[config.mk]
export PLATFORM = sky130hd
export DESIGN_NAME = mips_mc_control
export DESIGN_NICKNAME = d
export VERILOG_FILES = /design/src/rtl/mips_mc_control.sv
export SDC_FILE = /design/constraint.sdc
export NUM_CORES = 1
export LEC_CHECK = 0
export ABC_CLOCK_PERIOD_IN_PS = 1800
export CAP_MARGIN = 10
export CORE_MARGIN = 2
export CORE_UTILIZATION = 32
export CTS_BUF_LIST = sky130_fd_sc_hd__clkbuf_4
export CTS_CLUSTER_DIAMETER = 120
export DETAILED_ROUTE_END_ITERATION = 6
export PLACE_DENSITY = 0.75
export REMOVE_ABC_BUFFERS = 1
export SETUP_SLACK_MARGIN = 0.2
export SYNTH_ARGS = -nofsm -noshare
export SYNTH_HDL_FRONTEND = slang
export SYNTH_SLANG_ARGS = --single-unit
[constraint.sdc]
create_clock -name clk -period 1.8 [get_ports clk]
set_clock_uncertainty 0.1 [all_clocks]
set_input_delay 0.45 -clock clk [delete_from_list [all_inputs] [get_ports clk]]
set_output_delay 0.45 -clock clk [all_outputs]
set_load 0.01 [all_outputs]
[src/rtl/mips_mc_control.sv]
// Main control FSM for the multicycle MIPS datapath.
// It sequences fetch, decode and execute, and it is the only source of the ALU operation code.
module mips_mc_control #(
    parameter bit ADDI_EN = 1'b1
) (
    input  logic       clk,
    input  logic       rstn,
    input  logic [5:0] opcode,
    input  logic [5:0] funct,
    input  logic       zero,
    output logic       pcen,
    output logic       iord,
    output logic       memread,
    output logic       memwrite,
    output logic       irwrite,
    output logic       regdst,
    output logic       memtoreg,
    output logic       regwrite,
    output logic       alusrca,
    output logic [1:0] alusrcb,
    output logic [1:0] pcsource,
    output logic [2:0] aluctl,
    output logic       illegal,
    output logic [3:0] state
);

    typedef enum logic [3:0] {
        S_FETCH    = 4'd0,
        S_DECODE   = 4'd1,
        S_MEMADR   = 4'd2,
        S_MEMRD    = 4'd3,
        S_MEMWB    = 4'd4,
        S_MEMWR    = 4'd5,
        S_EXEC     = 4'd6,
        S_RTYPEWB  = 4'd7,
        S_BRANCH   = 4'd8,
        S_JUMP     = 4'd9,
        S_ADDIEXEC = 4'd10,
        S_ADDIWB   = 4'd11
    } state_t;

    localparam logic [5:0] OP_RTYPE = 6'h00;
    localparam logic [5:0] OP_J     = 6'h02;
    localparam logic [5:0] OP_BEQ   = 6'h04;
    localparam logic [5:0] OP_ADDI  = 6'h08;
    localparam logic [5:0] OP_LW    = 6'h23;
    localparam logic [5:0] OP_SW    = 6'h2B;

    localparam logic [5:0] FN_ADD = 6'h20;
    localparam logic [5:0] FN_SUB = 6'h22;
    localparam logic [5:0] FN_AND = 6'h24;
    localparam logic [5:0] FN_OR  = 6'h25;

    localparam logic [2:0] ALU_AND = 3'b000;
    localparam logic [2:0] ALU_OR  = 3'b001;
    localparam logic [2:0] ALU_ADD = 3'b010;
    localparam logic [2:0] ALU_SUB = 3'b110;

    state_t state_q;
    state_t state_d;

    logic funct_ok;
    logic decode_ok;
    logic pcen_raw;
    logic memread_raw;
    logic memwrite_raw;
    logic irwrite_raw;
    logic regwrite_raw;

    always_ff @(posedge clk or negedge rstn) begin
        if (!rstn) begin
            state_q <= S_FETCH;
        end else begin
            state_q <= state_d;
        end
    end

    always_comb begin
        funct_ok = (funct == FN_ADD) || (funct == FN_SUB) ||
                   (funct == FN_AND) || (funct == FN_OR);
    end

    always_comb begin
        decode_ok = 1'b0;
        unique case (opcode)
            OP_LW, OP_SW:  decode_ok = 1'b1;
            OP_RTYPE:      decode_ok = funct_ok;
            OP_BEQ, OP_J:  decode_ok = 1'b1;
            OP_ADDI:       decode_ok = ADDI_EN;
            default:       decode_ok = 1'b0;
        endcase
    end

    always_comb begin
        state_d = S_FETCH;
        case (state_q)
            S_FETCH: state_d = S_DECODE;
            S_DECODE: begin
                if (decode_ok) begin
                    unique case (opcode)
                        OP_LW, OP_SW: state_d = S_MEMADR;
                        OP_RTYPE:     state_d = S_EXEC;
                        OP_BEQ:       state_d = S_BRANCH;
                        OP_J:         state_d = S_JUMP;
                        OP_ADDI:      state_d = S_ADDIEXEC;
                        default:      state_d = S_FETCH;
                    endcase
                end
            end
            S_MEMADR:   state_d = (opcode == OP_LW) ? S_MEMRD : S_MEMWR;
            S_MEMRD:    state_d = S_MEMWB;
            S_EXEC:     state_d = S_RTYPEWB;
            S_ADDIEXEC: state_d = S_ADDIWB;
            default:    state_d = S_FETCH;
        endcase
    end

    always_comb begin
        pcen_raw     = 1'b0;
        iord         = 1'b0;
        memread_raw  = 1'b0;
        memwrite_raw = 1'b0;
        irwrite_raw  = 1'b0;
        regdst       = 1'b0;
        memtoreg     = 1'b0;
        regwrite_raw = 1'b0;
        alusrca      = 1'b0;
        alusrcb      = 2'b00;
        pcsource     = 2'b00;
        aluctl       = ALU_ADD;
        illegal      = 1'b0;
        case (state_q)
            S_FETCH: begin
                memread_raw = 1'b1;
                irwrite_raw = 1'b1;
                alusrcb     = 2'b01;
                pcen_raw    = 1'b1;
            end
            S_DECODE: begin
                alusrcb = 2'b11;
                illegal = !decode_ok;
            end
            S_MEMADR: begin
                alusrca = 1'b1;
                alusrcb = 2'b10;
            end
            S_MEMRD: begin
                memread_raw = 1'b1;
                iord        = 1'b1;
            end
            S_MEMWB: begin
                regwrite_raw = 1'b1;
                memtoreg     = 1'b1;
            end
            S_MEMWR: begin
                memwrite_raw = 1'b1;
                iord         = 1'b1;
            end
            S_EXEC: begin
                alusrca = 1'b1;
                alusrcb = 2'b00;
                case (funct)
                    FN_SUB:  aluctl = ALU_SUB;
                    FN_AND:  aluctl = ALU_AND;
                    FN_OR:   aluctl = ALU_OR;
                    default: aluctl = ALU_ADD;
                endcase
            end
            S_RTYPEWB: begin
                regwrite_raw = 1'b1;
                regdst       = 1'b1;
            end
            S_BRANCH: begin
                alusrca  = 1'b1;
                alusrcb  = 2'b00;
                aluctl   = ALU_SUB;
                pcsource = 2'b01;
                pcen_raw = zero;
            end
            S_JUMP: begin
                pcsource = 2'b10;
                pcen_raw = 1'b1;
            end
            S_ADDIEXEC: begin
                alusrca = 1'b1;
                alusrcb = 2'b10;
            end
            S_ADDIWB: begin
                regwrite_raw = 1'b1;
            end
            default: begin
            end
        endcase
    end

    // Write strobes are masked directly by rstn so that nothing is written while reset is held.
    assign pcen     = pcen_raw     & rstn;
    assign memread  = memread_raw  & rstn;
    assign memwrite = memwrite_raw & rstn;
    assign irwrite  = irwrite_raw  & rstn;
    assign regwrite = regwrite_raw & rstn;
    assign state    = state_q;

endmodule
==> reports/results.ini, run 1 <==
[run_status]
status = aborted with a tool error
tool.error = [ERROR DPL-0038] Utilization greater than 100%, impossible to legalize
stop_stage = 4_1_cts

[synthesis]
synth_common_cells = 9 x nor2_1, 7 x nand2_1, 6 x nor3_1
synthArstFlopShare_pct = 100
ys_warn_count = 0
ys_ff_latch = 4
yosysTopAreaCell = dfrtp_1
synth.distinct_cells = 32
synth_top_area_share_pct = 19.2
synth.avg_cell_area_um2 = 7.03
synth_edf_count = 0
ys_seq_area_share_pct = 19.2
synth-main-ff-cell = dfrtp_1
netlist_area_um2 = 520
synth_area_leaders = dfrtp_1 19%, nor2_1 6.5%, nor3_1 5.8%
yosysMostFrequentCell = nor2_1
synth_cells = 74

[place]
gpl.final_weighted_congestion = 0.830
dp.final_hpwl_um = 1510
port-buffer-count = 35
dp_slack_ps = -969

[cts]
postCtsHoldBufs = 0
ctsResizeCount = 190
numClockSinks = 4
cts_setup_buffers = 36
clockRootBuffer = clkbuf_4
cts_made_buffers = 3
cts_max_level = 1
clockBufferDepth = 2

[floorplan]
die_h_um = 44.3
fp.dieW_um = 44.3
start_util_pct = 34.2
boundaryPins = 36
rows = 14

kinds of logic after synthesis:
logic type / Yosys count / synth area share [%]
xor+xnor: 3 / 5.05
mux: 1 / 1.92
buf+inv: 6 / 4.57
compound gates: 19 / 25.5
simple gates: 41 / 43.8
flops: 4 / 19.2
through the flow:
step	std cells	hold WS (ps)	setup TNS [ps]	utilization [%]	area [µm²]
after floorplan	70	54.4	-234	-	504
after global placement	153	614	-8290	73.2	1110
after detailed placement	153	616	-8450	73.2	1110
==> run 2: changes to the inputs <==
==> config.mk (replaced) <==
export PLATFORM = sky130hd
export DESIGN_NAME = mips_mc_control
export DESIGN_NICKNAME = d
export VERILOG_FILES = /design/src/rtl/mips_mc_control.sv
export SDC_FILE = /design/constraint.sdc
export NUM_CORES = 1
export LEC_CHECK = 0
export ABC_CLOCK_PERIOD_IN_PS = 2300
export CAP_MARGIN = 10
export CORE_AREA = 2 2 63 65
export DETAILED_ROUTE_END_ITERATION = 6
export DIE_AREA = 0 0 65 67
export PLACE_DENSITY_LB_ADDON = 0.15
export REMOVE_ABC_BUFFERS = 1
export SYNTH_ARGS = -nofsm -noshare
export SYNTH_HDL_FRONTEND = slang
export SYNTH_SLANG_ARGS = --single-unit
==> constraint.sdc (replaced) <==
create_clock -name clk -period 2.3 [get_ports clk]
set_clock_uncertainty 0.1 [all_clocks]
set_input_delay 0.575 -clock clk [delete_from_list [all_inputs] [get_ports clk]]
set_output_delay 0.575 -clock clk [all_outputs]
set_load 0.01 [all_outputs]
==> reports/results.ini, run 2 <==
[global_routing]
grt_first_pass_wirelength_um = 3270
grt.total_usage_pct = 9.63
met1_usage_pct = 11.2
grt_pass1_vias = 756
overflow = 0
met3_usage_pct = 1.35
grt_max_degree = 10
grt.busiest_layer = met2
use_met2_pct = 17.9
antenna_found_initial = 0

[place]
dp_cells = 178
dp_slack_ps = -733
gpl.final_weighted_congestion = 0.722
dp.final_hpwl_um = 1710
port-buffer-count = 35

[cts]
postCtsHoldBufs = 0
cts_made_buffers = 3
clockRootBuffer = clkbuf_8
clk_latency_ps = 210
clkSlewWorstSetupHoldPaths_ps = 30
cts_max_level = 1
cts_tree = yes
clockBufferDepth = 2
numClockSinks = 4

[synthesis]
synth_common_cells = 9 x nor2_1, 7 x nand2_1, 6 x nor3_1
synth.avg_cell_area_um2 = 7.03
synth-main-ff-cell = dfrtp_1
synth_top_area_share_pct = 19.2
synthAdderAreaFrac_pct = 0
synthXorXnorAreaFrac_pct = 5.05
synth_cells = 74
synth.distinct_cells = 32
ys_warn_count = 0
synth_edf_count = 0
yosysTopAreaCell = dfrtp_1
synthMuxAreaShare_pct = 1.92
synth_top_family_by_area = simple AND/OR/NAND/NOR gates
ys_seq_area_share_pct = 19.2
yosysMostFrequentCell = nor2_1
ys_ff_latch = 4
synthArstFlopShare_pct = 100
synthSimpleGateAreaFrac_pct = 43.8
synth_area_leaders = dfrtp_1 19%, nor2_1 6.5%, nor3_1 5.8%
netlist_area_um2 = 520
synth_compound_area_share_pct = 25.5

[run_status]
violations = negative setup slack
status = finished, violations left

[critical_path]
cp_max_fo = 2
worstPathRequired_ps = 1620
endpoint_kind = primary output
critPathArrivalTime_ps = 1760
max_stage_delay_ps = 500
critPathKind = primary input to primary output
reg2reg_slack_ps = 760
cp_slowest_cell = or4_4
worst_setup_path_start_kind = primary input
crit_chain = buf_6, or2_4, or4_4, o2bb2ai_4, nor2_2, buf_2
r2r_cells = 5

[timing]
post-route-worst-setup-slack_ps = -131
period_share_pct = 106
hold_viol = 0
finalSetupViolCount = 1
fin_setup_tns_ps = -131
tightest_slew_ps = 322
fmax_mhz = 411
period_needed_ps = 2430
whs_ps = 341
drv_slew = 0
slew_headroom_pct = 78.3
rsz0062_at_grt = true

[final_layout]
drive_gt1_share_pct = 40.3
layout_common_cells = 25 x buf_4, 17 x dlygate4sd2_1, 8 x clkdlybuf4s50_1
layout.cells.non_filler = 182
syn2layout_area_growth_pct = 130
mostFrequentLayoutCell = buf_4
diodes = 0
largest_reg_flops = 4
finalCoreUtilization_pct = 33.2
nNetsFinal = 151

[floorplan]
die_area_mm2 = 0.00436
boundaryPins = 36
core_area_mm2 = 0.00361
start_util_pct = 14.4
rows = 22
fp.dieW_um = 65
die_h_um = 67

[route]
drcViolationCount = 0
via_per_inst = 4.12
ant_nets = 0
avgRoutedWirePerCell_um = 11.1
drt_iter0_drc = 10
dr.pass1.iters = 4
dr_total_vias = 749
wirelength_um = 2020

[flow_run]
max_cap_violations = 0

[power_and_ir_drop]
power_density_mw_per_mm2 = 467
power_leakage_uw = 0.000555
ir_drop_v = 0.000171

[hold_path]
hp-class = primary input to asynchronous set/reset pin

## run 2: cell counts after synthesis
Identical to the previous run, type by type.
## run 2: final cells by class
cell class / count / area [µm²]
timing repair buffer: 61 / 522
tap: 48 / 60.1
multi-input combinational: 64 / 460
clock buffer: 3 / 41.3
sequential: 4 / 105
inverter: 2 / 7.51
fill: 392 / 2410
## run 2: layer usage
| layer | vias up | wire (µm) | share of wire (%) |
|---|---|---|---|
| li1 | 387 | - | - |
| met1 | 337 | 923 | 46 |
| met2 | 25 | 995 | 49 |
| met3 | 0 | 104 | 5.1 |
| met4 | 0 | 0 | 0 |
| met5 | - | 0 | 0 |
## run 2: logic make-up (layout without fill, tap and decap cells)
kind of cell | Yosys count | count (layout)
simple gates | 41 | 41
compound gates | 19 | 19
buf+inv | 6 | 66
flops | 4 | 4
xor+xnor | 3 | 3
mux | 1 | 1
## run 2: timing repair
item	CTS	global route
setup endpoints to repair	16	7
cloned	0	0
gates resized for setup	52	14
pin swaps	9	6
buffers inserted	0	1
## run 2: worst max-delay path: cells and delay by family
| family | cells | cell delay (ps) |
|---|---|---|
| AO/OA/AOI/OAI | 1 | 150 |
| buffers and inverters | 2 | 220 |
| AND/OR/NAND/NOR | 3 | 800 |
## run 2: through the flow
step / instance area (µm²) / total power, µW
2_1_floorplan: 504 / 206
4_1_cts: 1150 / 549
6_report: 1200 / 559
3_5_place_dp: 1100 / 425
5_1_grt: 1200 / 602
3_3_place_gp: 1100 / 425
## run 2: power by group
group / switching [µW] / leakage [µW] / internal (µW)
registers: 16.9 / 0.0000475 / 83.0
logic: 142 / 0.000486 / 175
clock network: 30.7 / 0.0000216 / 111
total: 190 / 0.000555 / 370
## run 2: worst paths after layout
kind	from	to
max in group asynchronous	rstn	state[3]
setup / recovery	opcode[5]	illegal
min in group clk	state[0]	state[0]
setup reg to reg	state[3]	state[3]
hold reg to reg	state[0]	state[0]
hold / removal	rstn	state[1]
Note: power is estimated with default switching activity, not from simulation.
